## src/rtl/trap_ctrl_pkg.sv

```systemverilog
`default_nettype none
// ============================================================================
// trap_ctrl_pkg : shared cause codes, FSM encodings and CLINT register offsets
// Revision: 1.0
// ============================================================================
package trap_ctrl_pkg;

   typedef enum logic [1:0] {
      ST_IDLE     = 2'd0,
      ST_TRAP     = 2'd1,
      ST_REDIRECT = 2'd2
   } trap_state_t;

   localparam logic [63:0] c_cause_illegal_instr = 64'd2;
   localparam logic [63:0] c_cause_ecall_u       = 64'd8;
   localparam logic [63:0] c_cause_ecall_m       = 64'd11;
   localparam logic [63:0] c_int_mtimer          = 64'h8000_0000_0000_0007;

   localparam logic [15:0] c_off_mtimecmp = 16'h4000;
   localparam logic [15:0] c_off_mtime    = 16'hBFF8;

   localparam logic [1:0]  c_priv_m = 2'b11;

endpackage
`default_nettype wire

```

## src/rtl/clint_timer.sv

```systemverilog
`default_nettype none
// ============================================================================
// clint_timer : mtime/mtimecmp registers, prescaler, MMIO decode, mtip
// Revision: 1.0
// ============================================================================
module clint_timer
   import trap_ctrl_pkg::*;
#(
   parameter int          TIMER_DIV  = 1,
   parameter logic [63:0] CLINT_BASE = 64'h0200_0000
) (
   input  logic        clock,
   input  logic        reset,
   input  logic        mmio_sel_i,
   input  logic        mmio_wen_i,
   input  logic [63:0] mmio_addr_i,
   input  logic [63:0] mmio_wdata_i,
   output logic [63:0] mmio_rdata_o,
   output logic [63:0] mtime_o,
   output logic        mtip_o
);

   localparam int              DIV_W       = (TIMER_DIV > 1) ? $clog2(TIMER_DIV) : 1;
   localparam logic [DIV_W-1:0] c_div_last = DIV_W'(TIMER_DIV - 1);
   localparam logic [63:0]     c_addr_cmp  = CLINT_BASE + {48'd0, c_off_mtimecmp};
   localparam logic [63:0]     c_addr_time = CLINT_BASE + {48'd0, c_off_mtime};

   logic [63:0]      r_mtime;
   logic [63:0]      r_mtimecmp;
   logic [DIV_W-1:0] r_div;
   logic             r_mtip;
   logic             w_hit_cmp;
   logic             w_hit_time;
   logic [63:0]      w_rdata;

   assign w_hit_cmp  = mmio_sel_i && (mmio_addr_i == c_addr_cmp);
   assign w_hit_time = mmio_sel_i && (mmio_addr_i == c_addr_time);

   always_ff @(posedge clock) begin
      if (reset) begin
         r_mtime    <= '0;
         r_mtimecmp <= '1;
         r_div      <= '0;
         r_mtip     <= 1'b0;
      end else begin
         r_mtip <= (r_mtime >= r_mtimecmp);
         // A software write to mtime replaces the tick and restarts the prescaler
         if (w_hit_time && mmio_wen_i) begin
            r_mtime <= mmio_wdata_i;
            r_div   <= '0;
         end else if (r_div == c_div_last) begin
            r_mtime <= r_mtime + 64'd1;
            r_div   <= '0;
         end else begin
            r_div <= r_div + 1'b1;
         end
         if (w_hit_cmp && mmio_wen_i) begin
            r_mtimecmp <= mmio_wdata_i;
         end
      end
   end

   always_comb begin
      w_rdata = '0;
      if (w_hit_cmp) begin
         w_rdata = r_mtimecmp;
      end else if (w_hit_time) begin
         w_rdata = r_mtime;
      end
   end

   assign mmio_rdata_o = w_rdata;
   assign mtime_o      = r_mtime;
   assign mtip_o       = r_mtip;

endmodule
`default_nettype wire

```

## src/rtl/trap_ctrl.sv

```systemverilog
`default_nettype none
// ============================================================================
// trap_ctrl : WB trap arbitration, CSRFile handshake and IF redirect sequencing
// Revision: 1.0
// ============================================================================
module trap_ctrl
   import trap_ctrl_pkg::*;
#(
   parameter int          TIMER_DIV  = 1,
   parameter logic [63:0] CLINT_BASE = 64'h0200_0000
) (
   input  logic        clock,
   input  logic        reset,
   input  logic        wb_valid_i,
   input  logic [63:0] wb_pc_i,
   input  logic        wb_exc_i,
   input  logic [63:0] wb_cause_i,
   input  logic [1:0]  priv_i,
   input  logic        mstatus_mie_i,
   input  logic        mie_mtie_i,
   input  logic [63:0] csr_newpc_i,
   input  logic        mmio_sel_i,
   input  logic        mmio_wen_i,
   input  logic [63:0] mmio_addr_i,
   input  logic [63:0] mmio_wdata_i,
   output logic [63:0] mmio_rdata_o,
   output logic        wb_kill_o,
   output logic        exception_o,
   output logic [63:0] cause_o,
   output logic [63:0] pc_o,
   output logic        flush_o,
   output logic        redirect_valid_o,
   output logic [63:0] redirect_pc_o,
   output logic        mtip_o,
   output logic [63:0] mtime_o
);

   trap_state_t r_state;
   logic        r_exception;
   logic        r_flush;
   logic        r_redirect_valid;
   logic [63:0] r_cause;
   logic [63:0] r_pc;
   logic [63:0] r_redirect_pc;
   logic        w_mtip;
   logic [63:0] w_mtime;
   logic        w_irq_en;
   logic        w_accept;

   clint_timer #(
      .TIMER_DIV  (TIMER_DIV),
      .CLINT_BASE (CLINT_BASE)
   ) u_clint_timer (
      .clock        (clock),
      .reset        (reset),
      .mmio_sel_i   (mmio_sel_i),
      .mmio_wen_i   (mmio_wen_i),
      .mmio_addr_i  (mmio_addr_i),
      .mmio_wdata_i (mmio_wdata_i),
      .mmio_rdata_o (mmio_rdata_o),
      .mtime_o      (w_mtime),
      .mtip_o       (w_mtip)
   );

   assign w_irq_en = mtip_o && mie_mtie_i && ((priv_i < c_priv_m) || mstatus_mie_i);
   assign w_accept = (r_state == ST_IDLE) && !reset && wb_valid_i && (wb_exc_i || w_irq_en);

   always_ff @(posedge clock) begin
      if (reset) begin
         r_state          <= ST_IDLE;
         r_exception      <= 1'b0;
         r_flush          <= 1'b0;
         r_redirect_valid <= 1'b0;
         r_cause          <= '0;
         r_pc             <= '0;
         r_redirect_pc    <= '0;
      end else begin
         r_exception      <= 1'b0;
         r_flush          <= 1'b0;
         r_redirect_valid <= 1'b0;
         case (r_state)
            ST_IDLE: begin
               if (w_accept) begin
                  r_state     <= ST_TRAP;
                  r_exception <= 1'b1;
                  r_flush     <= 1'b1;
                  // Synchronous exceptions win; the interrupt stays pending
                  r_cause     <= wb_exc_i ? wb_cause_i : c_int_mtimer;
                  r_pc        <= wb_pc_i;
               end
            end
            ST_TRAP: begin
               r_state          <= ST_REDIRECT;
               r_flush          <= 1'b1;
               r_redirect_valid <= 1'b1;
               r_redirect_pc    <= csr_newpc_i;
            end
            ST_REDIRECT: begin
               r_state <= ST_IDLE;
            end
            default: begin
               r_state <= ST_IDLE;
            end
         endcase
      end
   end

   assign wb_kill_o        = w_accept;
   assign exception_o      = r_exception && !reset;
   assign cause_o          = exception_o ? r_cause : '0;
   assign pc_o             = exception_o ? r_pc : '0;
   assign flush_o          = r_flush && !reset;
   assign redirect_valid_o = r_redirect_valid && !reset;
   assign redirect_pc_o    = reset ? '0 : r_redirect_pc;
   assign mtip_o           = w_mtip && !reset;
   assign mtime_o          = reset ? '0 : w_mtime;

endmodule
`default_nettype wire

```

## config.mk

```make
export PLATFORM = sky130hd
export DESIGN_NAME = trap_ctrl
export DESIGN_NICKNAME = d
export VERILOG_FILES = /design/src/rtl/trap_ctrl_pkg.sv /design/src/rtl/clint_timer.sv /design/src/rtl/trap_ctrl.sv
export SDC_FILE = /design/constraint.sdc
export NUM_CORES = 1
export LEC_CHECK = 0
export BUFFER_PORTS_ARGS = -buffer_cell sky130_fd_sc_hd__buf_2
export CORE_AREA = 8 8 246 248
export CTS_BUF_LIST = sky130_fd_sc_hd__clkbuf_16
export DETAILED_ROUTE_END_ITERATION = 8
export DIE_AREA = 0 0 254 256
export MAX_ROUTING_LAYER = met4
export PLACE_DENSITY = 0.6
export SYNTH_ARGS = -nofsm -noshare
export SYNTH_HDL_FRONTEND = slang
export SYNTH_SLANG_ARGS = --single-unit
```

## constraint.sdc

```tcl
create_clock -name clock -period 5.6 [get_ports clock]
set_input_delay 0.28 -clock clock [delete_from_list [all_inputs] [get_ports clock]]
set_output_delay 0.28 -clock clock [all_outputs]
set_load 0.01 [all_outputs]
```

==> impl_metrics.xml, run 1 <==
<?xml version="1.0" encoding="UTF-8"?>
<metrics>
  <group name="floorplanning">
    <metric name="die-area" unit="sq mm">0.06502</metric>
    <metric name="floorplan.core_area" unit="sq mm">0.05681</metric>
    <metric name="pin_count" unit="">655</metric>
    <metric name="floorplan.initialDensity" unit="">0.2874</metric>
    <metric name="row_count" unit="">88</metric>
    <metric name="fp.dieW" unit="um">254</metric>
    <metric name="die_height" unit="um">256</metric>
  </group>
  <group name="hold_path">
    <metric name="hp-class" unit="">input port to flop</metric>
  </group>
  <group name="logic_synthesis">
    <metric name="synth_top_family_by_area" unit="">simple AND/OR/NAND/NOR gates</metric>
    <metric name="synth_compound_gate_area_share" unit="">0.1994</metric>
    <metric name="fraction_of_the_mapped_netlist_area_in_adder_cells" unit="">0.04981</metric>
    <metric name="synth.net_count" unit="">2340</metric>
    <metric name="synth_unique_cells" unit="">55</metric>
    <metric name="ys_async_sr_fraction" unit="">0</metric>
    <metric name="syn-cell-area" unit="sq mm">0.01633</metric>
    <metric name="yosys_warnings" unit="">0</metric>
    <metric name="postSynthAreaPerCell" unit="sq um">8.395</metric>
    <metric name="synth-xor-area-share" unit="">0.03326</metric>
    <metric name="postSynthRegisterBits" unit="">327</metric>
    <metric name="synth_cells" unit="">1945</metric>
    <metric name="share_of_synthesized_cell_area_in_and_or_nand_and_nor_gates" unit="">0.2616</metric>
    <metric name="proportion_of_synthesized_area_in_mux_cells" unit="">0.003065</metric>
    <metric name="synth_edf_count" unit="">0</metric>
    <metric name="seq_area_frac_synth" unit="">0.4009</metric>
    <metric name="dominantRegCellSynth" unit="">sky130_fd_sc_hd__dfxtp_1</metric>
  </group>
  <group name="power">
    <metric name="clock_power_frac" unit="">0.464</metric>
    <metric name="netSwitchingFraction" unit="">0.2444</metric>
    <metric name="vdd_drop_max" unit="uV">238.1</metric>
    <metric name="power.switching" unit="mW">1.336</metric>
    <metric name="total_power_after_layout" unit="mW">5.467</metric>
    <metric name="comb_power_share" unit="">0.095</metric>
    <metric name="internal_power_consumption" unit="mW">4.131</metric>
    <metric name="seqPwrFrac" unit="">0.441</metric>
    <metric name="cellPowerDensity" unit="mW/mm^2">228.0</metric>
    <metric name="power.static_leakage" unit="nW">11.27</metric>
  </group>
  <group name="grt">
    <metric name="grt_pass1_vias" unit="">17760</metric>
    <metric name="global_route.overflow_total" unit="">0</metric>
    <metric name="number_of_antenna_violations_at_the_first_check_in_global_routing" unit="">6</metric>
    <metric name="grt_max_degree" unit="">128</metric>
    <metric name="global_route.usage.total" unit="">0.2050</metric>
    <metric name="grt_first_pass_wirelength" unit="um">104100</metric>
  </group>
  <group name="cells_and_area">
    <metric name="fraction_of_layout_instances_using_a_drive_strength_above_1" unit="">0.2685</metric>
    <metric name="synthToLayoutAreaGrowth" unit="%">46.87</metric>
    <metric name="final_net_count" unit="">3159</metric>
    <metric name="postLayoutCoreUtil" unit="">0.4221</metric>
  </group>
  <group name="critical_path">
    <metric name="critPathMaxFanout" unit="">48</metric>
    <metric name="timing.critical_path.to_type" unit="">primary output</metric>
    <metric name="timing.setup.critical_path_class" unit="">input port to primary output</metric>
    <metric name="worst-endpoint-arrival" unit="ns">3.04</metric>
    <metric name="critical_path_required" unit="ns">5.32</metric>
    <metric name="start_kind" unit="">input port</metric>
  </group>
  <group name="flow_run">
    <metric name="timing.max_cap.violations" unit="">0</metric>
  </group>
  <group name="detailed_routing">
    <metric name="drt_initial_violations" unit="">1272</metric>
    <metric name="post_route_wl" unit="um">69390</metric>
    <metric name="avgViaCountPerCell" unit="">4.968</metric>
    <metric name="detail-route-antenna-nets" unit="">0</metric>
    <metric name="detail_route.drc_violations" unit="">0</metric>
    <metric name="route.vias.total" unit="">17710</metric>
    <metric name="routed-wl-met2" unit="um">33040</metric>
    <metric name="top_layer" unit="">met4</metric>
    <metric name="met3RoutedLength" unit="um">4757</metric>
    <metric name="wl_on_met1" unit="um">28920</metric>
    <metric name="wire_per_inst" unit="um">19.47</metric>
    <metric name="detailedRoute.firstPassIterationCount" unit="">5</metric>
  </group>
  <group name="timing">
    <metric name="finalWorstPathRequiredPeriod" unit="ns">3.320</metric>
    <metric name="rsz0062_at_grt" unit="">no</metric>
    <metric name="setup-tns-final" unit="ns">0</metric>
    <metric name="tightest_slew" unit="ns">1.206</metric>
    <metric name="worst_slew_margin_rel" unit="">0.1960</metric>
    <metric name="finalHoldViolations" unit="">0</metric>
    <metric name="finalMaxSlewViolations" unit="">0</metric>
    <metric name="period_share" unit="">0.5929</metric>
    <metric name="setup-violations-final" unit="">0</metric>
    <metric name="worst_clock_skew" unit="ns">0.01217</metric>
    <metric name="max_freq" unit="MHz">301.2</metric>
  </group>
  <group name="place">
    <metric name="dp.final_hpwl" unit="um">50380</metric>
    <metric name="final_wtd_congestion" unit="">0.9740</metric>
    <metric name="count_of_buffers_inserted_at_the_top_level_ports" unit="">654</metric>
  </group>
  <group name="cts">
    <metric name="cts_htree_levels" unit="">2</metric>
    <metric name="clock_transition_time_at_the_flip_flop_clock_pins_of_the_worst_setup_and_hold_paths" unit="ns">0.05</metric>
    <metric name="max_clock_buf_depth" unit="">3</metric>
    <metric name="clockRootBuffer" unit="">sky130_fd_sc_hd__clkbuf_16</metric>
    <metric name="cts-buffers-inserted" unit="">41</metric>
    <metric name="postCtsResizedCells" unit="">0</metric>
    <metric name="clock_latency" unit="ns">0.55</metric>
    <metric name="cts_tree" unit="">built</metric>
    <metric name="clkSinkCount" unit="">327</metric>
  </group>
  <group name="run_status">
    <metric name="result_of_the_run" unit="">finished, final reports clean</metric>
  </group>
</metrics>
metrics by stage:
step	hold WS (ns)	cell area (sq um)	instances	worst slack, ns
3_5_place_dp	0.4430	20180	3234	2.043
5_1_grt	0.04855	23980	3562	1.982
2_1_floorplan	0.3978	16330	1945	3.364
4_1_cts	0.02867	23970	3558	2.216
6_report	0.06260	23980	3564	2.280
3_3_place_gp	0.4366	20180	3234	2.134
cell usage in the layout (no fill, tap or decap), types with 63 or more instances in the layout:
cell type,instances
sky130_fd_sc_hd__dlygate4sd3_1,252
sky130_fd_sc_hd__buf_2,653
sky130_fd_sc_hd__and2_1,131
sky130_fd_sc_hd__ha_1,65
sky130_fd_sc_hd__a211o_1,64
sky130_fd_sc_hd__a21oi_1,87
sky130_fd_sc_hd__nor2b_1,128
sky130_fd_sc_hd__nand2_1,178
sky130_fd_sc_hd__dfxtp_1,327
sky130_fd_sc_hd__nor2_1,228
sky130_fd_sc_hd__inv_1,79
sky130_fd_sc_hd__o22a_1,64
sky130_fd_sc_hd__a22o_1,64
sky130_fd_sc_hd__a211oi_1,63
area by class of cell:
type / count / area (sq um)
Inverter: 74 / 277.8
Sequential cell: 327 / 6546
Timing Repair Buffer: 921 / 5931
Multi-Input combinational cell: 1399 / 8987
Clock buffer: 41 / 1026
Fill cell: 5636 / 32830
Tap cell: 765 / 957.2
Antenna cell: 6 / 15.01
Clock inverter: 31 / 241.5
Yosys cell counts (7+ instances only):
master / n / area [sq um]
sky130_fd_sc_hd__nand4_1: 37 / 231.5
sky130_fd_sc_hd__a22oi_1: 60 / 450.4
sky130_fd_sc_hd__clkbuf_1: 116 / 435.4
sky130_fd_sc_hd__and4_1: 9 / 78.83
sky130_fd_sc_hd__o21ai_0: 12 / 60.06
sky130_fd_sc_hd__o22a_1: 64 / 560.5
sky130_fd_sc_hd__a22o_1: 64 / 560.5
sky130_fd_sc_hd__a21oi_1: 87 / 435.4
sky130_fd_sc_hd__xor2_1: 25 / 219.0
sky130_fd_sc_hd__nor3_1: 20 / 100.1
sky130_fd_sc_hd__nor4_1: 31 / 193.9
sky130_fd_sc_hd__inv_1: 73 / 274.0
sky130_fd_sc_hd__buf_2: 9 / 45.04
sky130_fd_sc_hd__and3_1: 7 / 43.79
sky130_fd_sc_hd__xnor2_1: 37 / 324.1
sky130_fd_sc_hd__dfxtp_1: 327 / 6546
sky130_fd_sc_hd__a21o_1: 10 / 75.07
sky130_fd_sc_hd__nor2b_1: 129 / 807.0
sky130_fd_sc_hd__and2_1: 134 / 838.3
sky130_fd_sc_hd__a211oi_1: 63 / 473.0
sky130_fd_sc_hd__nand2_1: 178 / 668.1
sky130_fd_sc_hd__ha_1: 65 / 813.3
sky130_fd_sc_hd__a211o_1: 64 / 560.5
sky130_fd_sc_hd__buf_1: 18 / 67.56
sky130_fd_sc_hd__nor2_1: 229 / 859.6
sky130_fd_sc_hd__nand3_1: 23 / 115.1
registers in the layout, summed over array words and instances, names as in the netlist, 2 cells and up:
signal                    flops
r_state                       2
r_cause                      64
r_pc                         64
u_clint_timer.mtime_o        64
r_redirect_pc                64
u_clint_timer.r_mtimecmp     64
power by group through the flow:
stage | Sequential (mW) | Combinational (mW) | Clock, mW
floorplan | 2.45 | 0.169 | 0
global route | 2.41 | 0.562 | 2.71
CTS | 2.41 | 0.521 | 2.62
detailed placement | 2.46 | 0.370 | 0
finish | 2.41 | 0.522 | 2.54
global placement | 2.46 | 0.365 | 0
worst max-delay path, cell delays in order:
cell                      delay (ns)
sky130_fd_sc_hd__buf_2          0.10
sky130_fd_sc_hd__nor4_1         0.47
sky130_fd_sc_hd__nand4_1        0.18
sky130_fd_sc_hd__nor4_1         0.38
sky130_fd_sc_hd__and2_2         0.50
sky130_fd_sc_hd__buf_4          0.64
sky130_fd_sc_hd__a22o_1         0.31
sky130_fd_sc_hd__buf_2          0.16
cell families (layout without fill, tap and decap cells):
group	Yosys count	after routing
other	1	7
muxes	5	5
xor gates and xnor gates	62	62
adders and majority gates	65	65
buffers and inverters	219	1067
AOI/OAI and AO/OA	434	434
DFF	327	327
and+or+nand+nor	832	832
routing by layer:
layer  vias to the layer above  GRT usage
met5                         -          -
met4                         0    0.08168
met1                      8414     0.2489
met3                       142    0.03360
met2                       719     0.3362
li1                       8431          -
worst paths after layout:
kind                                    startpoint                                      to  slack [ns]  cells after the start
max reg2reg  u_clint_timer.mtime_o[3]$_SDFFE_PP0P_  u_clint_timer.mtime_o[43]$_SDFFE_PP0P_        2.60                      6
min                                    wb_pc_i[58]                   r_pc[58]$_SDFFE_PP0P_        0.06                      3
min reg2reg                  r_pc[12]$_SDFFE_PP0P_                   r_pc[12]$_SDFFE_PP0P_        0.45                      2
max                                mmio_addr_i[17]                        mmio_rdata_o[57]        2.28                      8
timing repair:
| action | 4_1_cts | 5_1_grt |
|---|---|---|
| setup buffers | 0 | 0 |
| hold endpoints to repair | 277 | 0 |
| hold buffers | 252 | 0 |
Power figures use the tool's default switching activity.
==> inputs of run 2 (changes only) <==
--- a/config.mk
+++ b/config.mk
@@ -11,7 +11,7 @@
 export DETAILED_ROUTE_END_ITERATION = 8
 export DIE_AREA = 0 0 254 256
 export MAX_ROUTING_LAYER = met4
-export PLACE_DENSITY = 0.6
+export PLACE_DENSITY = 0.62
 export SYNTH_ARGS = -nofsm -noshare
 export SYNTH_HDL_FRONTEND = slang
 export SYNTH_SLANG_ARGS = --single-unit
==> constraint.sdc (replaced) <==
create_clock -name clock -period 3 [get_ports clock]
set_input_delay 0.15 -clock clock [delete_from_list [all_inputs] [get_ports clock]]
set_output_delay 0.15 -clock clock [all_outputs]
set_load 0.01 [all_outputs]
==> run 2 against run 1 <==
Against the previous run:
- global-route usage is 0.32 points lower
- via count shrank 0.20%
- first-iteration DRC count up 24%
- clock power rose by 81%
- non-clock buffer count grew 42
- total power increased by 85%
- clock skew is 0.0033 ns higher
- count of clock-buffer cells in the layout stayed put
- core utilization up 0.81 points
- critical path depth shrank 3
- critical endpoint is now wb_kill_o
- highest routed layer unchanged
==> impl_metrics.xml, run 2 (synthesis gave the netlist of run 1 again) <==
<?xml version="1.0" encoding="UTF-8"?>
<metrics>
  <group name="timing">
    <metric name="rsz0062_at_grt" unit="">no</metric>
    <metric name="worst_slew_margin_rel" unit="">0.4620</metric>
    <metric name="fin_worst_hold_slack" unit="ns">0.1250</metric>
    <metric name="finalHoldViolations" unit="">0</metric>
    <metric name="finalWorstPathRequiredPeriod" unit="ns">2.733</metric>
    <metric name="setup-tns-final" unit="ns">0</metric>
    <metric name="worst_clock_skew" unit="ns">0.01549</metric>
    <metric name="period_share" unit="">0.9111</metric>
    <metric name="setup_ws" unit="ns">0.2668</metric>
    <metric name="max_freq" unit="MHz">365.9</metric>
    <metric name="finalMaxSlewViolations" unit="">0</metric>
    <metric name="setup-violations-final" unit="">0</metric>
    <metric name="tightest_slew" unit="ns">0.8070</metric>
  </group>
  <group name="cts">
    <metric name="clock_transition_time_at_the_flip_flop_clock_pins_of_the_worst_setup_and_hold_paths" unit="ns">0.06</metric>
    <metric name="post_cts_buffers" unit="">0</metric>
    <metric name="clockRootBuffer" unit="">sky130_fd_sc_hd__clkbuf_16</metric>
    <metric name="max_clock_buf_depth" unit="">3</metric>
    <metric name="clock_latency" unit="ns">0.55</metric>
    <metric name="cts-buffers-inserted" unit="">40</metric>
    <metric name="clkSinkCount" unit="">327</metric>
    <metric name="cts_tree" unit="">built</metric>
    <metric name="cts_htree_levels" unit="">2</metric>
  </group>
  <group name="floorplanning">
    <metric name="pin_count" unit="">655</metric>
    <metric name="floorplan.core_area" unit="sq mm">0.05681</metric>
    <metric name="floorplan.initialDensity" unit="">0.2874</metric>
    <metric name="die-area" unit="sq mm">0.06502</metric>
    <metric name="die_height" unit="um">256</metric>
    <metric name="row_count" unit="">88</metric>
    <metric name="fp.dieW" unit="um">254</metric>
  </group>
  <group name="critical_path">
    <metric name="worst-endpoint-arrival" unit="ns">2.58</metric>
    <metric name="crit_path_max_incr_delay" unit="ns">0.63</metric>
    <metric name="rr_worst_depth" unit="">6</metric>
    <metric name="crit_slowest_cell" unit="">sky130_fd_sc_hd__nor4b_1</metric>
    <metric name="timing.setup.critical_path_class" unit="">flop to primary output</metric>
    <metric name="cp_cell_sequence" unit="">nor4b_1, o21ai_4, inv_2, buf_4, buf_2</metric>
    <metric name="start_kind" unit="">flop</metric>
    <metric name="critical_path_required" unit="ns">2.85</metric>
    <metric name="timing.critical_path.to_type" unit="">primary output</metric>
    <metric name="critPathMaxFanout" unit="">19</metric>
  </group>
  <group name="detailed_routing">
    <metric name="post_route_wl" unit="um">68270</metric>
    <metric name="wire_per_inst" unit="um">18.91</metric>
    <metric name="route.vias.total" unit="">17670</metric>
    <metric name="drt_initial_violations" unit="">1574</metric>
    <metric name="detail-route-antenna-nets" unit="">0</metric>
    <metric name="detailedRoute.firstPassIterationCount" unit="">5</metric>
    <metric name="detail_route.drc_violations" unit="">0</metric>
    <metric name="avgViaCountPerCell" unit="">4.895</metric>
  </group>
  <group name="grt">
    <metric name="grt_first_pass_wirelength" unit="um">102900</metric>
    <metric name="global_route.usage.total" unit="">0.2017</metric>
    <metric name="global_route.overflow_total" unit="">0</metric>
    <metric name="grt_pass1_vias" unit="">17510</metric>
    <metric name="number_of_antenna_violations_at_the_first_check_in_global_routing" unit="">8</metric>
    <metric name="grt_max_degree" unit="">128</metric>
  </group>
  <group name="cells_and_area">
    <metric name="fraction_of_layout_instances_using_a_drive_strength_above_1" unit="">0.2724</metric>
    <metric name="final_net_count" unit="">3200</metric>
    <metric name="layout_commonest_cell" unit="">sky130_fd_sc_hd__buf_2</metric>
    <metric name="commonest_cells_after_routing_fill_and_taps_aside" unit="">653 x sky130_fd_sc_hd__buf_2, 327 x sky130_fd_sc_hd__dfxtp_1, 272 x sky130_fd_sc_hd__dlygate4sd3_1, 228 x sky130_fd_sc_hd__nor2_1, 178 x sky130_fd_sc_hd__nand2_1</metric>
    <metric name="postLayoutCoreUtil" unit="">0.4302</metric>
    <metric name="synthToLayoutAreaGrowth" unit="%">49.69</metric>
    <metric name="filler_cell_count" unit="">5611</metric>
  </group>
  <group name="hold_path">
    <metric name="hold_depth" unit="">4</metric>
    <metric name="hp-class" unit="">input port to flop</metric>
  </group>
  <group name="flow_run">
    <metric name="timing.max_cap.violations" unit="">0</metric>
  </group>
  <group name="place">
    <metric name="count_of_buffers_inserted_at_the_top_level_ports" unit="">654</metric>
    <metric name="final_wtd_congestion" unit="">0.8944</metric>
    <metric name="place_ws" unit="ns">0.3639</metric>
    <metric name="dp.final_hpwl" unit="um">48370</metric>
  </group>
  <group name="power">
    <metric name="power.static_leakage" unit="nW">11.55</metric>
    <metric name="cellPowerDensity" unit="mW/mm^2">413.4</metric>
    <metric name="total_power_after_layout" unit="mW">10.10</metric>
    <metric name="vdd_drop_max" unit="uV">375.4</metric>
  </group>
  <group name="run_status">
    <metric name="result_of_the_run" unit="">finished, final reports clean</metric>
  </group>
</metrics>
==> run 2: layout make-up <==
type	instances	area, sq um	share of cell area
clock inverter	30	197.7	0.008088
sequential	327	6546	0.2678
inverter	74	277.8	0.01136
tap	765	957.2	0.03916
antenna	11	27.53	0.001126
clock buffer	41	1026	0.04198
multi-input combinational	1399	8987	0.3677
timing repair buffer	963	6421	0.2627
==> run 2: power breakdown <==
part	internal (mW)	total, mW	switching [mW]	leakage [nW]
logic	0.536	1.01	0.470	8.25
registers	4.45	4.50	0.0432	2.65
clock network	2.65	4.60	1.95	0.645
==> run 2: critical path: cells and delay by family (launching register included) <==
family,cells,cell delay [ns]
buffers and inverters,3,0.88
and+or+nand+nor,1,0.63
DFF,1,0.32
AOI/OAI and AO/OA,1,0.19
==> run 2: metal layers <==
metal / global-route usage / up-vias / share of wire
li1: - / 8547 / -
met1: 0.2520 / 8317 / 0.43
met2: 0.3202 / 661 / 0.47
met3: 0.03604 / 145 / 0.070
met4: 0.08025 / 0 / 0.036
met5: - / - / 0
==> run 2: worst paths after layout <==
| path | from | endpoint | slack [ns] |
|---|---|---|---|
| max | r_state[0]$_SDFFE_PP0P_ | wb_kill_o | 0.27 |
| min | wb_exc_i | r_cause[63]$_SDFFE_PP0P_ | 0.12 |
| max reg2reg | u_clint_timer.mtime_o[8]$_SDFFE_PP0P_ | u_clint_timer.mtime_o[34]$_SDFFE_PP0P_ | 0.29 |
| min reg2reg | r_pc[38]$_SDFFE_PP0P_ | r_pc[38]$_SDFFE_PP0P_ | 0.45 |
==> run 2: what timing repair did <==
item,4_1_cts,5_1_grt
hold endpoints to repair,319,0
resized for setup,0,0
hold buffers,272,0
==> run 2: through the flow <==
| step | instances | cell area, sq um |
|---|---|---|
| after CTS | 3599 | 24410 |
| after global routing | 3606 | 24430 |
| after detailed placement | 3256 | 20470 |
| final | 3610 | 24440 |
| after floorplan | 1945 | 16330 |
| after global placement | 3256 | 20470 |
==> inputs of run 3 (changes only) <==
--- a/config.mk
+++ b/config.mk
@@ -6,12 +6,14 @@
 export NUM_CORES = 1
 export LEC_CHECK = 0
 export BUFFER_PORTS_ARGS = -buffer_cell sky130_fd_sc_hd__buf_2
-export CORE_AREA = 8 8 246 248
+export CAP_MARGIN = 20
+export CORE_AREA = 8 8 249 251
 export CTS_BUF_LIST = sky130_fd_sc_hd__clkbuf_16
 export DETAILED_ROUTE_END_ITERATION = 8
-export DIE_AREA = 0 0 254 256
+export DIE_AREA = 0 0 257 259
 export MAX_ROUTING_LAYER = met4
 export PLACE_DENSITY = 0.62
 export SYNTH_ARGS = -nofsm -noshare
 export SYNTH_HDL_FRONTEND = slang
+export SYNTH_HIERARCHICAL = 1
 export SYNTH_SLANG_ARGS = --single-unit
==> run 3 against run 2 <==
Against the previous run:
- critical path depth rose by 2
- worst setup slack gained 0.18 ns
- total power rose by 1.5%
- sequential share of layout area down 0.29 points
- via count increased by 0.54%
- register-to-register slack better by 0.16 ns
- sequential power is 1% higher
- first-iteration DRC count down 26%
- combinational power grew 6%
- clock skew up 0.015 ns
- critical path type is now flop to flop
==> impl_metrics.xml, run 3 <==
<?xml version="1.0" encoding="UTF-8"?>
<metrics>
  <group name="run_status">
    <metric name="result_of_the_run" unit="">finished, final reports clean</metric>
  </group>
  <group name="grt">
    <metric name="global_route.overflow_total" unit="">0</metric>
    <metric name="grt_max_degree" unit="">135</metric>
    <metric name="grt_first_pass_wirelength" unit="um">106400</metric>
    <metric name="grt_pass1_vias" unit="">18550</metric>
    <metric name="global_route.usage.total" unit="">0.2031</metric>
    <metric name="number_of_antenna_violations_at_the_first_check_in_global_routing" unit="">12</metric>
  </group>
  <group name="cts">
    <metric name="clock_latency" unit="ns">0.55</metric>
    <metric name="clockRootBuffer" unit="">sky130_fd_sc_hd__clkbuf_16</metric>
    <metric name="clock_transition_time_at_the_flip_flop_clock_pins_of_the_worst_setup_and_hold_paths" unit="ns">0.06</metric>
    <metric name="postCtsResizedCells" unit="">0</metric>
    <metric name="clkSinkCount" unit="">327</metric>
    <metric name="cts_tree" unit="">built</metric>
    <metric name="cts_htree_levels" unit="">2</metric>
    <metric name="hold_buf_count_cts" unit="">256</metric>
    <metric name="max_clock_buf_depth" unit="">3</metric>
    <metric name="cts-buffers-inserted" unit="">39</metric>
    <metric name="post_cts_buffers" unit="">0</metric>
  </group>
  <group name="timing">
    <metric name="setup-tns-final" unit="ns">0</metric>
    <metric name="max_freq" unit="MHz">392.1</metric>
    <metric name="worst_slew_margin_rel" unit="">0.3223</metric>
    <metric name="finalWorstPathRequiredPeriod" unit="ns">2.550</metric>
    <metric name="tightest_slew" unit="ns">1.017</metric>
    <metric name="period_share" unit="">0.8501</metric>
    <metric name="setup-violations-final" unit="">0</metric>
    <metric name="rsz0062_at_grt" unit="">no</metric>
    <metric name="finalMaxSlewViolations" unit="">0</metric>
    <metric name="worst_clock_skew" unit="ns">0.03036</metric>
    <metric name="finalHoldViolations" unit="">0</metric>
  </group>
  <group name="logic_synthesis">
    <metric name="postSynthAreaPerCell" unit="sq um">8.906</metric>
    <metric name="synth_area_leaders" unit="">sky130_fd_sc_hd__dfxtp_1 39%, sky130_fd_sc_hd__nor2b_1 5.0%, sky130_fd_sc_hd__ha_1 4.8%, sky130_fd_sc_hd__and2_1 4.8%, sky130_fd_sc_hd__nand2_1 4.4%</metric>
    <metric name="dominantRegCellSynth" unit="">sky130_fd_sc_hd__dfxtp_1</metric>
    <metric name="synth.cells.most_frequent" unit="">327 x sky130_fd_sc_hd__dfxtp_1, 199 x sky130_fd_sc_hd__nand2_1, 134 x sky130_fd_sc_hd__nor2b_1, 133 x sky130_fd_sc_hd__nor2_1, 129 x sky130_fd_sc_hd__and2_1</metric>
    <metric name="postSynthRegisterBits" unit="">327</metric>
    <metric name="seq_area_frac_synth" unit="">0.3887</metric>
    <metric name="synth_unique_cells" unit="">63</metric>
    <metric name="synth_largest_area_cell" unit="">sky130_fd_sc_hd__dfxtp_1</metric>
    <metric name="synth.net_count" unit="">2286</metric>
    <metric name="synth_cells" unit="">1891</metric>
    <metric name="syn-cell-area" unit="sq mm">0.01684</metric>
    <metric name="yosys_warnings" unit="">6</metric>
    <metric name="ys_async_sr_fraction" unit="">0</metric>
    <metric name="synth_edf_count" unit="">0</metric>
    <metric name="post-synth-top-count-cell" unit="">sky130_fd_sc_hd__dfxtp_1</metric>
    <metric name="synth_top_area_share" unit="">0.3887</metric>
  </group>
  <group name="critical_path">
    <metric name="critPathMaxFanout" unit="">8</metric>
    <metric name="worst_r2r_startpoint" unit="">u_clint_timer/mtime_o[19]$_SDFFE_PP0P_</metric>
    <metric name="timing.critical_path.to_type" unit="">flop</metric>
    <metric name="worst-endpoint-arrival" unit="ns">2.95</metric>
    <metric name="crit_path_max_incr_delay" unit="ns">0.51</metric>
    <metric name="crit_buf_inv" unit="">0</metric>
    <metric name="start_kind" unit="">flop</metric>
    <metric name="critical_register_to_register_path_endpoint" unit="">u_clint_timer/mtip_o$_SDFF_PP0_</metric>
    <metric name="worst_reg2reg_setup_slack" unit="ns">0.45</metric>
    <metric name="crit_slowest_cell" unit="">sky130_fd_sc_hd__dfxtp_1</metric>
    <metric name="timing.setup.critical_path_class" unit="">flop to flop</metric>
    <metric name="rr_worst_depth" unit="">7</metric>
    <metric name="critical_path_required" unit="ns">3.40</metric>
    <metric name="gate_family_responsible_for_the_most_delay_along_the_worst_path" unit="">compound AO/OA/AOI/OAI gates</metric>
    <metric name="cp_cell_sequence" unit="">ha_1, a21oi_1, o21ai_0, a221o_1, and3_1, a2111oi_0, o221ai_1</metric>
  </group>
  <group name="place">
    <metric name="dp.final_hpwl" unit="um">51400</metric>
    <metric name="final_wtd_congestion" unit="">0.9292</metric>
    <metric name="place_inst" unit="">3211</metric>
    <metric name="count_of_buffers_inserted_at_the_top_level_ports" unit="">654</metric>
    <metric name="placement.cell_area" unit="sq mm">0.02089</metric>
  </group>
  <group name="floorplanning">
    <metric name="floorplan.initialDensity" unit="">0.2892</metric>
    <metric name="fp.dieW" unit="um">257</metric>
    <metric name="die_height" unit="um">259</metric>
    <metric name="pin_count" unit="">655</metric>
    <metric name="die-area" unit="sq mm">0.06656</metric>
    <metric name="row_count" unit="">89</metric>
    <metric name="floorplan.core_area" unit="sq mm">0.05824</metric>
  </group>
  <group name="cells_and_area">
    <metric name="layout_commonest_cell" unit="">sky130_fd_sc_hd__buf_2</metric>
    <metric name="postLayoutCoreUtil" unit="">0.4242</metric>
    <metric name="final_net_count" unit="">3130</metric>
    <metric name="filler_cell_count" unit="">5564</metric>
    <metric name="fraction_of_layout_instances_using_a_drive_strength_above_1" unit="">0.2892</metric>
    <metric name="commonest_cells_after_routing_fill_and_taps_aside" unit="">653 x sky130_fd_sc_hd__buf_2, 327 x sky130_fd_sc_hd__dfxtp_1, 256 x sky130_fd_sc_hd__dlygate4sd3_1, 199 x sky130_fd_sc_hd__nand2_1, 133 x sky130_fd_sc_hd__nor2b_1</metric>
    <metric name="fin_cells" unit="">3541</metric>
    <metric name="register_area" unit="sq mm">0.006546</metric>
    <metric name="multiInputGateArea" unit="sq mm">0.009363</metric>
    <metric name="synthToLayoutAreaGrowth" unit="%">46.71</metric>
    <metric name="final_design_area_no_fill" unit="sq mm">0.02471</metric>
  </group>
  <group name="detailed_routing">
    <metric name="avgViaCountPerCell" unit="">5.017</metric>
    <metric name="detail-route-antenna-nets" unit="">0</metric>
    <metric name="wire_per_inst" unit="um">19.56</metric>
    <metric name="detail_route.drc_violations" unit="">0</metric>
    <metric name="post_route_wl" unit="um">69250</metric>
    <metric name="route.vias.total" unit="">17770</metric>
    <metric name="detailedRoute.firstPassIterationCount" unit="">5</metric>
    <metric name="drt_initial_violations" unit="">1158</metric>
  </group>
  <group name="hold_path">
    <metric name="worst_hold_startpoint" unit="">wb_exc_i</metric>
    <metric name="hold_depth" unit="">3</metric>
    <metric name="hold_end" unit="">r_cause[63]$_SDFFE_PP0P_</metric>
    <metric name="hp-class" unit="">input port to flop</metric>
  </group>
  <group name="power">
    <metric name="power.static_leakage" unit="nW">11.62</metric>
    <metric name="cellPowerDensity" unit="mW/mm^2">415.2</metric>
    <metric name="vdd_drop_max" unit="uV">307.9</metric>
  </group>
  <group name="flow_run">
    <metric name="timing.max_cap.violations" unit="">0</metric>
  </group>
</metrics>
==> run 3: cell count changes after synthesis, sizes merged, moves of 27 or more <==
| cell | before | now |
|---|---|---|
| a32o | 0 | 60 |
| a21oi | 87 | 25 |
| nor2 | 229 | 134 |
| a22oi | 60 | 0 |
| mux2i | 5 | 66 |
| clkbuf | 116 | 89 |
| buf | 29 | 58 |
==> run 3: cell families (layout without fill, tap and decap cells) <==
| kind of cell | count (synthesis) | after routing | synth area share |
|---|---|---|---|
| simple gates | 776 | 776 | 0.2505 |
| compound gates | 371 | 371 | 0.1831 |
| flops | 327 | 327 | 0.3887 |
| buf+inv | 224 | 1092 | 0.05817 |
| mux | 66 | 66 | 0.03923 |
| fa+ha+maj | 65 | 65 | 0.04829 |
| xor+xnor | 61 | 61 | 0.03172 |
| other cells | 1 | 10 | 0.0002227 |
==> run 3: per-stage QoR <==
| stage | hold WS [ns] | power (mW) | setup slack (ns) |
|---|---|---|---|
| 3_3_place_gp | 0.3590 | 5.408 | 0.5540 |
| 5_1_grt | 0.08800 | 10.66 | 0.2728 |
| 3_5_place_dp | 0.3639 | 5.433 | 0.4852 |
| 4_1_cts | 0.04790 | 10.39 | 0.4636 |
| 2_1_floorplan | 0.2678 | 5.013 | 0.9967 |
| 6_report | 0.08258 | 10.26 | 0.4496 |
==> run 3: power by group <==
part / internal (mW) / switching [mW]
clock: 2.79 / 1.85
sequential: 4.49 / 0.0601
combinational: 0.574 / 0.496
total: 7.85 / 2.41
==> run 3: tightest hold or removal path: stages <==
cell and delay, ns:
sky130_fd_sc_hd__buf_2 0.18, sky130_fd_sc_hd__a31oi_1 0.12, sky130_fd_sc_hd__o21a_1 0.11
==> run 3: per-layer routing <==
layer	wire length [um]	global-route usage
met4	2792	0.08075
met1	26880	0.2190
met3	4158	0.03955
met5	0	-
met2	35420	0.3648
==> run 3: worst max path at each step <==
stage / slack (ns) / from / cells after the start / endpoint
2_1_floorplan: 1.0 / u_clint_timer/mtime_o[19]$_SDFFE_PP0P_ / 7 / u_clint_timer/mtip_o$_SDFF_PP0_
3_3_place_gp: 0.55 / u_clint_timer/mtime_o[1]$_SDFFE_PP0P_ / 7 / u_clint_timer/mtime_o[58]$_SDFFE_PP0P_
3_5_place_dp: 0.49 / u_clint_timer/mtime_o[1]$_SDFFE_PP0P_ / 7 / u_clint_timer/mtime_o[58]$_SDFFE_PP0P_
4_1_cts: 0.46 / u_clint_timer/mtime_o[1]$_SDFFE_PP0P_ / 7 / u_clint_timer/mtime_o[58]$_SDFFE_PP0P_
5_1_grt: 0.27 / u_clint_timer/mtime_o[19]$_SDFFE_PP0P_ / 7 / u_clint_timer/mtip_o$_SDFF_PP0_
6_report: 0.45 / u_clint_timer/mtime_o[19]$_SDFFE_PP0P_ / 7 / u_clint_timer/mtip_o$_SDFF_PP0_
==> run 3: area by class of cell <==
| class | count | area share |
|---|---|---|
| timing repair buffer | 950 | 0.2543 |
| tap | 773 | 0.03915 |
| clock inverter | 24 | 0.008356 |
| sequential | 327 | 0.2650 |
| inverter | 77 | 0.01190 |
| clock buffer | 41 | 0.04153 |
| multi-input combinational | 1340 | 0.3789 |
| antenna | 9 | 0.0009115 |
